## src/rtl/mii_tx_mac.sv

```systemverilog
// Per-port MII egress transmitter: drains a FWFT byte/delimiter FIFO and sends
// preamble, data, zero pad up to MIN_FRAME, CRC-32 FCS and the inter-frame gap.
module mii_tx_mac #(
  parameter int MIN_FRAME   = 60,
  parameter int IFG_NIBBLES = 24
) (
  input  logic        clk,
  input  logic        arst,
  input  logic [7:0]  fifo_dout,
  input  logic        fifo_del,
  input  logic        fifo_empty,
  output logic        fifo_rden,
  output logic [3:0]  mii_txd,
  output logic        mii_txen,
  output logic        mii_txer,
  output logic        busy,
  output logic [15:0] tx_frames,
  output logic [7:0]  tx_underruns
);

  // state    | meaning
  // S_IDLE   | wait for a frame; discard lone delimiters; emits first preamble nibble
  // S_PRE    | remaining 14 preamble nibbles then SFD
  // S_DATA   | phase 0 pops a byte (low nibble out), phase 1 sends high nibble
  // S_PAD    | zero bytes through the CRC until MIN_FRAME reached
  // S_FCS    | FCS nibbles 1..7 (nibble 0 leaves with the last data/pad slot)
  // S_ABORT  | count the underrun; the tx_er nibble is already on the wire
  // S_DRAIN  | discard the rest of the frame up to its delimiter
  // S_IFG    | IFG_NIBBLES idle cycles
  typedef enum logic [2:0] {
    S_IDLE, S_PRE, S_DATA, S_PAD, S_FCS, S_ABORT, S_DRAIN, S_IFG
  } state_t;

  localparam logic [7:0]  IFG_LAST = 8'(IFG_NIBBLES - 1);
  localparam logic [10:0] MIN_CNT  = 11'(MIN_FRAME);

  state_t      state, state_nx;
  logic [7:0]  cnt;
  logic        phase;
  logic [3:0]  data_hi;
  logic [31:0] crc;
  logic [10:0] byte_cnt;
  logic [31:0] fcs;
  logic        pad_needed;

  logic        rden_c;
  logic [3:0]  txd_d;
  logic        txen_d;
  logic        txer_d;
  logic        byte_upd;
  logic [7:0]  upd_byte;
  logic        frame_done;
  logic        underrun;

  function automatic logic [31:0] crc32_byte(input logic [31:0] crc_in, input logic [7:0] b);
    logic [31:0] c;
    c = crc_in ^ {24'd0, b};
    for (int i = 0; i < 8; i++)
      c = c[0] ? ((c >> 1) ^ 32'hEDB88320) : (c >> 1);
    return c;
  endfunction

  assign fcs        = ~crc;
  assign pad_needed = (byte_cnt < MIN_CNT);
  assign busy       = (state != S_IDLE);
  assign fifo_rden  = rden_c & ~arst;

  always_ff @(posedge clk or posedge arst) begin
    if (arst) state <= S_IDLE;
    else      state <= state_nx;
  end

  always_comb begin
    state_nx = state;
    case (state)
      S_IDLE:  if (!fifo_empty && !fifo_del) state_nx = S_PRE;
      S_PRE:   if (cnt == 8'd15) state_nx = S_DATA;
      S_DATA: begin
        if (!phase) begin
          if (fifo_empty)    state_nx = S_ABORT;
          else if (fifo_del) state_nx = pad_needed ? S_PAD : S_FCS;
        end
      end
      S_PAD:   if (!phase && !pad_needed) state_nx = S_FCS;
      S_FCS:   if (cnt == 8'd7) state_nx = S_IFG;
      S_ABORT: state_nx = S_DRAIN;
      S_DRAIN: if (!fifo_empty && fifo_del) state_nx = S_IFG;
      S_IFG:   if (cnt == IFG_LAST) state_nx = S_IDLE;
      default: state_nx = S_IFG;
    endcase
  end

  // Every byte slot decides its wire nibble here so txen never gaps between
  // preamble, data, pad and FCS.
  always_comb begin
    rden_c     = 1'b0;
    txd_d      = 4'h0;
    txen_d     = 1'b0;
    txer_d     = 1'b0;
    byte_upd   = 1'b0;
    upd_byte   = 8'h00;
    frame_done = 1'b0;
    underrun   = 1'b0;
    case (state)
      S_IDLE: begin
        if (!fifo_empty) begin
          if (fifo_del) begin
            rden_c = 1'b1;
          end else begin
            txen_d = 1'b1;
            txd_d  = 4'h5;
          end
        end
      end
      S_PRE: begin
        txen_d = 1'b1;
        txd_d  = (cnt == 8'd15) ? 4'hD : 4'h5;
      end
      S_DATA, S_PAD: begin
        txen_d = 1'b1;
        if (phase) begin
          txd_d = data_hi;
        end else if (state == S_DATA && fifo_empty) begin
          txer_d = 1'b1;
        end else if (state == S_DATA && !fifo_del) begin
          rden_c   = 1'b1;
          txd_d    = fifo_dout[3:0];
          byte_upd = 1'b1;
          upd_byte = fifo_dout;
        end else begin
          rden_c = (state == S_DATA);
          if (pad_needed) byte_upd = 1'b1;
          else            txd_d    = fcs[3:0];
        end
      end
      S_FCS: begin
        txen_d     = 1'b1;
        txd_d      = fcs[4*cnt[2:0] +: 4];
        frame_done = (cnt == 8'd7);
      end
      S_ABORT: underrun = 1'b1;
      S_DRAIN: rden_c = !fifo_empty;
      default: ;
    endcase
  end

  always_ff @(posedge clk or posedge arst) begin
    if (arst) begin
      mii_txd      <= 4'h0;
      mii_txen     <= 1'b0;
      mii_txer     <= 1'b0;
      cnt          <= 8'd0;
      phase        <= 1'b0;
      data_hi      <= 4'h0;
      crc          <= 32'hFFFFFFFF;
      byte_cnt     <= 11'd0;
      tx_frames    <= 16'd0;
      tx_underruns <= 8'd0;
    end else begin
      mii_txd  <= txd_d;
      mii_txen <= txen_d;
      mii_txer <= txer_d;

      if (state_nx != state)
        cnt <= (state_nx == S_PRE || state_nx == S_FCS) ? 8'd1 : 8'd0;
      else if (state == S_PRE || state == S_FCS || state == S_IFG)
        cnt <= cnt + 8'd1;

      phase <= (state_nx == S_DATA || state_nx == S_PAD) && byte_upd;

      if (state == S_PRE) begin
        crc      <= 32'hFFFFFFFF;
        byte_cnt <= 11'd0;
      end else if (byte_upd) begin
        crc     <= crc32_byte(crc, upd_byte);
        data_hi <= upd_byte[7:4];
        if (byte_cnt != 11'h7FF) byte_cnt <= byte_cnt + 11'd1;
      end

      if (frame_done) tx_frames <= tx_frames + 16'd1;
      if (underrun && tx_underruns != 8'hFF) tx_underruns <= tx_underruns + 8'd1;
    end
  end

endmodule

```

## config.mk

```make
export PLATFORM = sky130hd
export DESIGN_NAME = mii_tx_mac
export DESIGN_NICKNAME = d
export VERILOG_FILES = /design/src/rtl/mii_tx_mac.sv
export SDC_FILE = /design/constraint.sdc
export NUM_CORES = 1
export LEC_CHECK = 0
export CORE_UTILIZATION = 50
export CTS_CLUSTER_DIAMETER = 100
export DETAILED_ROUTE_END_ITERATION = 10
export PLACE_DENSITY = 0.72
export RECOVER_POWER = 25
export SLEW_MARGIN = 20
export SYNTH_ARGS = -nofsm -noshare
export SYNTH_HDL_FRONTEND = slang
export SYNTH_SLANG_ARGS = --single-unit
```

## constraint.sdc

```tcl
create_clock -name clk -period 3.5 [get_ports clk]
set_input_delay 0.7 -clock clk [delete_from_list [all_inputs] [get_ports clk]]
set_output_delay 0.7 -clock clk [all_outputs]
set_load 0.1 [all_outputs]
```

==> metrics.txt <==
# TYPE chip_impl_metric gauge
chip_impl_metric{name="dr.pass1.iters",unit=""} 7
chip_impl_metric{name="rd_place_congestion",unit=""} 0.918
chip_impl_metric{name="synthSimpleGateAreaFrac",unit=""} 0.181
chip_impl_metric{name="hold_viol",unit=""} 0
chip_impl_metric{name="power.share.sequential",unit=""} 0.287
chip_impl_metric{name="postCtsHoldBufs",unit=""} 0
chip_impl_metric{name="clk_transition_reported_paths",unit="ns"} 0.09
chip_impl_metric{name="dpl_worst_slack",unit="ns"} 0.445
chip_impl_metric{name="tns_setup",unit="ns"} 0
chip_impl_info{name="failed_checks",value="capacitance limit, slew limit"} 1
chip_impl_metric{name="grt_pass1_vias",unit=""} 4020
chip_impl_metric{name="switching_power",unit="uW"} 2780
chip_impl_metric{name="vdd_ir_drop_max",unit="mV"} 0.530
chip_impl_metric{name="report.final.slew_viol_count",unit=""} 39
chip_impl_metric{name="core_region_area",unit="sq um"} 10800
chip_impl_metric{name="asyncSetResetFlopFracSynth",unit=""} 1.00
chip_impl_metric{name="p_leak",unit="uW"} 0.00254
chip_impl_info{name="start_kind",value="flip-flop"} 1
chip_impl_metric{name="finalSetupViolCount",unit=""} 0
chip_impl_metric{name="yosys_register_bits",unit=""} 89
chip_impl_metric{name="buffer_ports.inserted",unit=""} 43
chip_impl_info{name="tritoncts_clock_tree",value="done"} 1
chip_impl_info{name="hold_path_class",value="reg2reg"} 1
chip_impl_metric{name="seq_area_frac_synth",unit=""} 0.410
chip_impl_metric{name="starting_density",unit=""} 0.513
chip_impl_info{name="crit_path_end_kind",value="output port"} 1
chip_impl_metric{name="floorplan.die_area",unit="sq um"} 11500
chip_impl_metric{name="hpwlAfterDp",unit="um"} 9060
chip_impl_metric{name="crit_buf_inv",unit=""} 1
chip_impl_metric{name="drt_iter0_drc",unit=""} 324
chip_impl_metric{name="postCtsSetupRepairBufs",unit=""} 0
chip_impl_info{name="synth_top_flop_cell",value="sky130_fd_sc_hd__dfrtp_1"} 1
chip_impl_metric{name="synth_compound_area_frac",unit=""} 0.0959
chip_impl_info{name="run_status",value="complete, but fails checks"} 1
chip_impl_info{name="grt_setup_unrepaired",value="no"} 1
chip_impl_metric{name="max-clock-path-buffers",unit=""} 2
chip_impl_metric{name="finalCritPeriodShare",unit=""} 0.770
chip_impl_metric{name="number_of_antenna_violations_at_the_first_check_in_global_routing",unit=""} 0
chip_impl_metric{name="critPathRequiredTime",unit="ns"} 2.80
chip_impl_metric{name="period_minus_slack",unit="ns"} 2.69
chip_impl_metric{name="ys_warn_count",unit=""} 0
chip_impl_info{name="synth_top_family_by_area",value="XOR/XNOR gates"} 1
chip_impl_metric{name="timing.max_cap.violations",unit=""} 1
chip_impl_metric{name="global_route_wire_length_before_repair",unit="um"} 20600
chip_impl_metric{name="cts_repair_resize_count",unit=""} 0
chip_impl_metric{name="tightestPinTransition",unit="ns"} 1.74
chip_impl_metric{name="cts.sinks",unit=""} 89
chip_impl_metric{name="detail-route-antenna-nets",unit=""} 0
chip_impl_metric{name="fmax",unit="MHz"} 371
chip_impl_metric{name="slew_headroom",unit=""} -0.167
chip_impl_metric{name="grt.overflow.total",unit=""} 0
chip_impl_metric{name="layout.nets",unit=""} 606
chip_impl_metric{name="synth_xor_xnor_area_share",unit=""} 0.221
chip_impl_metric{name="cpPeakStageDelay",unit="ns"} 1.16
chip_impl_metric{name="power_frac_comb",unit=""} 0.594
chip_impl_metric{name="floorplan.die.width",unit="um"} 107
chip_impl_metric{name="num_vias",unit=""} 4201
chip_impl_info{name="slowest_stage",value="sky130_fd_sc_hd__clkdlybuf4s50_1"} 1
chip_impl_metric{name="clock_skew",unit="ns"} 0.00972
chip_impl_metric{name="std_cell_rows",unit=""} 38
chip_impl_metric{name="grt_start_max_net_pins",unit=""} 52
chip_impl_info{name="clock-root-buffer",value="sky130_fd_sc_hd__clkbuf_8"} 1
chip_impl_metric{name="synth_enable_flop_cells",unit=""} 0
chip_impl_info{name="timing_worst_setup_path_type",value="reg2out"} 1
chip_impl_metric{name="synth_top_area_frac",unit=""} 0.258
chip_impl_metric{name="yosys-mux-area-fraction",unit=""} 0.0482
chip_impl_metric{name="cts_made_buffers",unit=""} 9
chip_impl_metric{name="worstSkewPairLatency",unit="ns"} 0.39
chip_impl_info{name="post-synth-top-area-cell",value="sky130_fd_sc_hd__dfrtp_1"} 1
chip_impl_metric{name="syn_inst_count",unit=""} 552
chip_impl_info{name="path_delay_family",value="buffers and inverters"} 1
chip_impl_info{name="cp_cell_sequence",value="clkdlybuf4s50_1"} 1
chip_impl_metric{name="final_critical_path_setup_slack",unit="ns"} 0.807
chip_impl_metric{name="syn-cell-area",unit="sq um"} 5530
chip_impl_metric{name="post-route-drc-count",unit=""} 0
chip_impl_metric{name="cts-htree-levels",unit=""} 3
chip_impl_info{name="synthTopCellsByArea",value="sky130_fd_sc_hd__dfrtp_1, sky130_fd_sc_hd__dfstp_2, sky130_fd_sc_hd__xnor2_1"} 1
chip_impl_metric{name="layout-area-overhead-vs-synth",unit="%"} 15.4
chip_impl_metric{name="detail_route.wl_per_cell",unit="um"} 17.1
chip_impl_metric{name="power.clock.fraction",unit=""} 0.118
chip_impl_metric{name="cellInternalPower",unit="uW"} 3340
chip_impl_metric{name="synth_adder_area_share",unit=""} 0.00905
chip_impl_metric{name="p_sw_frac",unit=""} 0.454
chip_impl_metric{name="ys_types",unit=""} 62
chip_impl_metric{name="critical_path_maximum_fanout",unit=""} 5
chip_impl_metric{name="pwr_density",unit="nW/um^2"} 959
chip_impl_metric{name="fp.dieH",unit="um"} 107
chip_impl_metric{name="grt_usage",unit=""} 0.235
chip_impl_metric{name="synth_area_per_cell",unit="sq um"} 10.0
chip_impl_metric{name="routed_via_density",unit=""} 5.72
chip_impl_metric{name="insertedDiodeCount",unit=""} 0
chip_impl_metric{name="cp_data_arrival_time",unit="ns"} 1.99
chip_impl_metric{name="final_layout_size_suffix_gt1_frac",unit=""} 0.178
chip_impl_metric{name="design.portCount",unit=""} 44
chip_impl_metric{name="drt-total-wl",unit="um"} 12600
chip_impl_metric{name="synth_fp_nets",unit=""} 568
==> state kept, by name, indices dropped and copies added (netlist names) <==
register and cells:
crc 32, tx_frames 16, byte_cnt 11, cnt 8
tx_underruns 8, data_hi 4, mii_txd 4, state 3
mii_txen 1, mii_txer 1, phase 1
==> power by group through the flow <==
stage	combinational, uW	sequential [uW]	clock [uW]
3_3_place_gp	3550	1760	0
3_5_place_dp	3610	1770	0
2_1_floorplan	2640	1890	0
6_report	3640	1760	725
5_1_grt	3930	1800	786
4_1_cts	3630	1750	747
==> worst paths after layout <==
kind	start	to	slack (ns)	cells after the start
worst max-delay path	tx_frames[3]$_DFFE_PP0P_	tx_frames[3]	0.81	1
worst min-delay path	tx_frames[15]$_DFFE_PP0P_	tx_frames[15]$_DFFE_PP0P_	0.49	1
worst max register to register	state[1]$_DFF_PP0_	crc[21]$_DFFE_PP1P_	0.86	8
worst min register to register	tx_frames[15]$_DFFE_PP0P_	tx_frames[15]$_DFFE_PP0P_	0.49	1
max in group asynchronous	arst	crc[0]$_DFFE_PP1P_	1.27	3
min in group asynchronous	arst	tx_underruns[1]$_DFFE_PP0P_	1.26	2
==> final cells by class <==
type | instances | area (sq um)
clock buffers | 10 | 128
fillers | 936 | 4410
clock inverters | 6 | 66.3
inverters | 8 | 31.3
well taps | 140 | 175
flip-flops and latches | 89 | 2270
multi-input cells | 417 | 3090
repair buffers | 65 | 624
==> synth_stat cells, types with 2 or more instances <==
master and count:
sky130_fd_sc_hd__a211oi_1 2, sky130_fd_sc_hd__xnor2_2 4, sky130_fd_sc_hd__xor2_1 46, sky130_fd_sc_hd__or2_2 2
sky130_fd_sc_hd__o31ai_1 2, sky130_fd_sc_hd__nor3_1 45, sky130_fd_sc_hd__nor4_4 2, sky130_fd_sc_hd__xnor3_1 4
sky130_fd_sc_hd__a22oi_1 2, sky130_fd_sc_hd__a2bb2oi_1 3, sky130_fd_sc_hd__o22ai_1 2, sky130_fd_sc_hd__or3_1 2
sky130_fd_sc_hd__nor2_1 28, sky130_fd_sc_hd__a21boi_0 2, sky130_fd_sc_hd__o31a_1 2, sky130_fd_sc_hd__clkbuf_1 19
sky130_fd_sc_hd__mux2_2 5, sky130_fd_sc_hd__inv_1 7, sky130_fd_sc_hd__nor4_1 3, sky130_fd_sc_hd__nand4_1 10
sky130_fd_sc_hd__buf_2 14, sky130_fd_sc_hd__a21oi_1 35, sky130_fd_sc_hd__nor2b_1 3, sky130_fd_sc_hd__nand2b_1 5
sky130_fd_sc_hd__or4_1 2, sky130_fd_sc_hd__nand3b_1 3, sky130_fd_sc_hd__dfstp_2 32, sky130_fd_sc_hd__mux2i_1 3
sky130_fd_sc_hd__o211ai_1 4, sky130_fd_sc_hd__dfrtp_1 57, sky130_fd_sc_hd__ha_1 4, sky130_fd_sc_hd__nand3_1 29
sky130_fd_sc_hd__and3_1 9, sky130_fd_sc_hd__nand2_1 35, sky130_fd_sc_hd__mux4_2 8, sky130_fd_sc_hd__buf_1 4
sky130_fd_sc_hd__a31oi_1 2, sky130_fd_sc_hd__and2_1 2, sky130_fd_sc_hd__o21ai_0 16, sky130_fd_sc_hd__xnor2_1 71
==> logic make-up after synthesis <==
family	after synthesis
AO/OA/AOI/OAI	83
XOR/XNOR	127
adder cells (fa/ha/maj)	4
buffers and inverters	46
flip-flops	89
multiplexers	16
AND/OR/NAND/NOR	187
==> worst register-to-register path: stages (launching register included) <==
cell	delay (ns)
sky130_fd_sc_hd__dfrtp_1	0.51
sky130_fd_sc_hd__buf_4	0.25
sky130_fd_sc_hd__nor3b_2	0.18
sky130_fd_sc_hd__buf_4	0.26
sky130_fd_sc_hd__nand3_1	0.16
sky130_fd_sc_hd__xor2_1	0.44
sky130_fd_sc_hd__xnor2_2	0.25
sky130_fd_sc_hd__xnor3_1	0.38
sky130_fd_sc_hd__a21oi_1	0.15
==> layer usage <==
layer / part of all wire / GRT usage / vias to the layer above
met1: 0.48 / 0.340 / 2077
met3: 0.040 / 0.0389 / 15
met4: 0.019 / 0.106 / 0
li1: - / - / 2004
met2: 0.46 / 0.346 / 105
met5: 0 / 0 / -
==> per-stage QoR <==
stage / instance area (sq um) / std cells / hold slack [ns] / power (uW) / utilization
6_report: 6380 / 735 / 0.485 / 6120 / 0.591
5_1_grt: 6380 / 735 / 0.510 / 6510 / 0.591
4_1_cts: 6390 / 735 / 0.487 / 6130 / 0.592
3_5_place_dp: 6190 / 719 / 0.470 / 5380 / 0.574
3_3_place_gp: 6190 / 719 / 0.463 / 5300 / 0.574
2_1_floorplan: 5550 / 552 / 0.447 / 4530 / -
==> placed cells by master, fill, tap and decap left out, types with 4 or more instances in the layout <==
cell | Yosys | routed
sky130_fd_sc_hd__o21ai_0 | 16 | 16
sky130_fd_sc_hd__mux4_2 | 8 | 8
sky130_fd_sc_hd__nor2_1 | 28 | 28
sky130_fd_sc_hd__xor2_1 | 46 | 46
sky130_fd_sc_hd__nand4_1 | 10 | 10
sky130_fd_sc_hd__nand2b_1 | 5 | 5
sky130_fd_sc_hd__dfrtp_1 | 57 | 57
sky130_fd_sc_hd__mux2_2 | 5 | 5
sky130_fd_sc_hd__o211ai_1 | 4 | 4
sky130_fd_sc_hd__nor3_1 | 45 | 44
sky130_fd_sc_hd__clkbuf_8 | 0 | 9
sky130_fd_sc_hd__inv_1 | 7 | 6
sky130_fd_sc_hd__and3_1 | 9 | 9
sky130_fd_sc_hd__buf_4 | 1 | 20
sky130_fd_sc_hd__dfstp_2 | 32 | 32
sky130_fd_sc_hd__xnor3_1 | 4 | 4
sky130_fd_sc_hd__xnor2_2 | 4 | 4
sky130_fd_sc_hd__xnor2_1 | 71 | 71
sky130_fd_sc_hd__a21oi_1 | 35 | 35
sky130_fd_sc_hd__nand3_1 | 29 | 29
sky130_fd_sc_hd__clkdlybuf4s50_1 | 0 | 40
sky130_fd_sc_hd__nand2_1 | 35 | 35
sky130_fd_sc_hd__ha_1 | 4 | 4
Power figures use the tool's default switching activity.
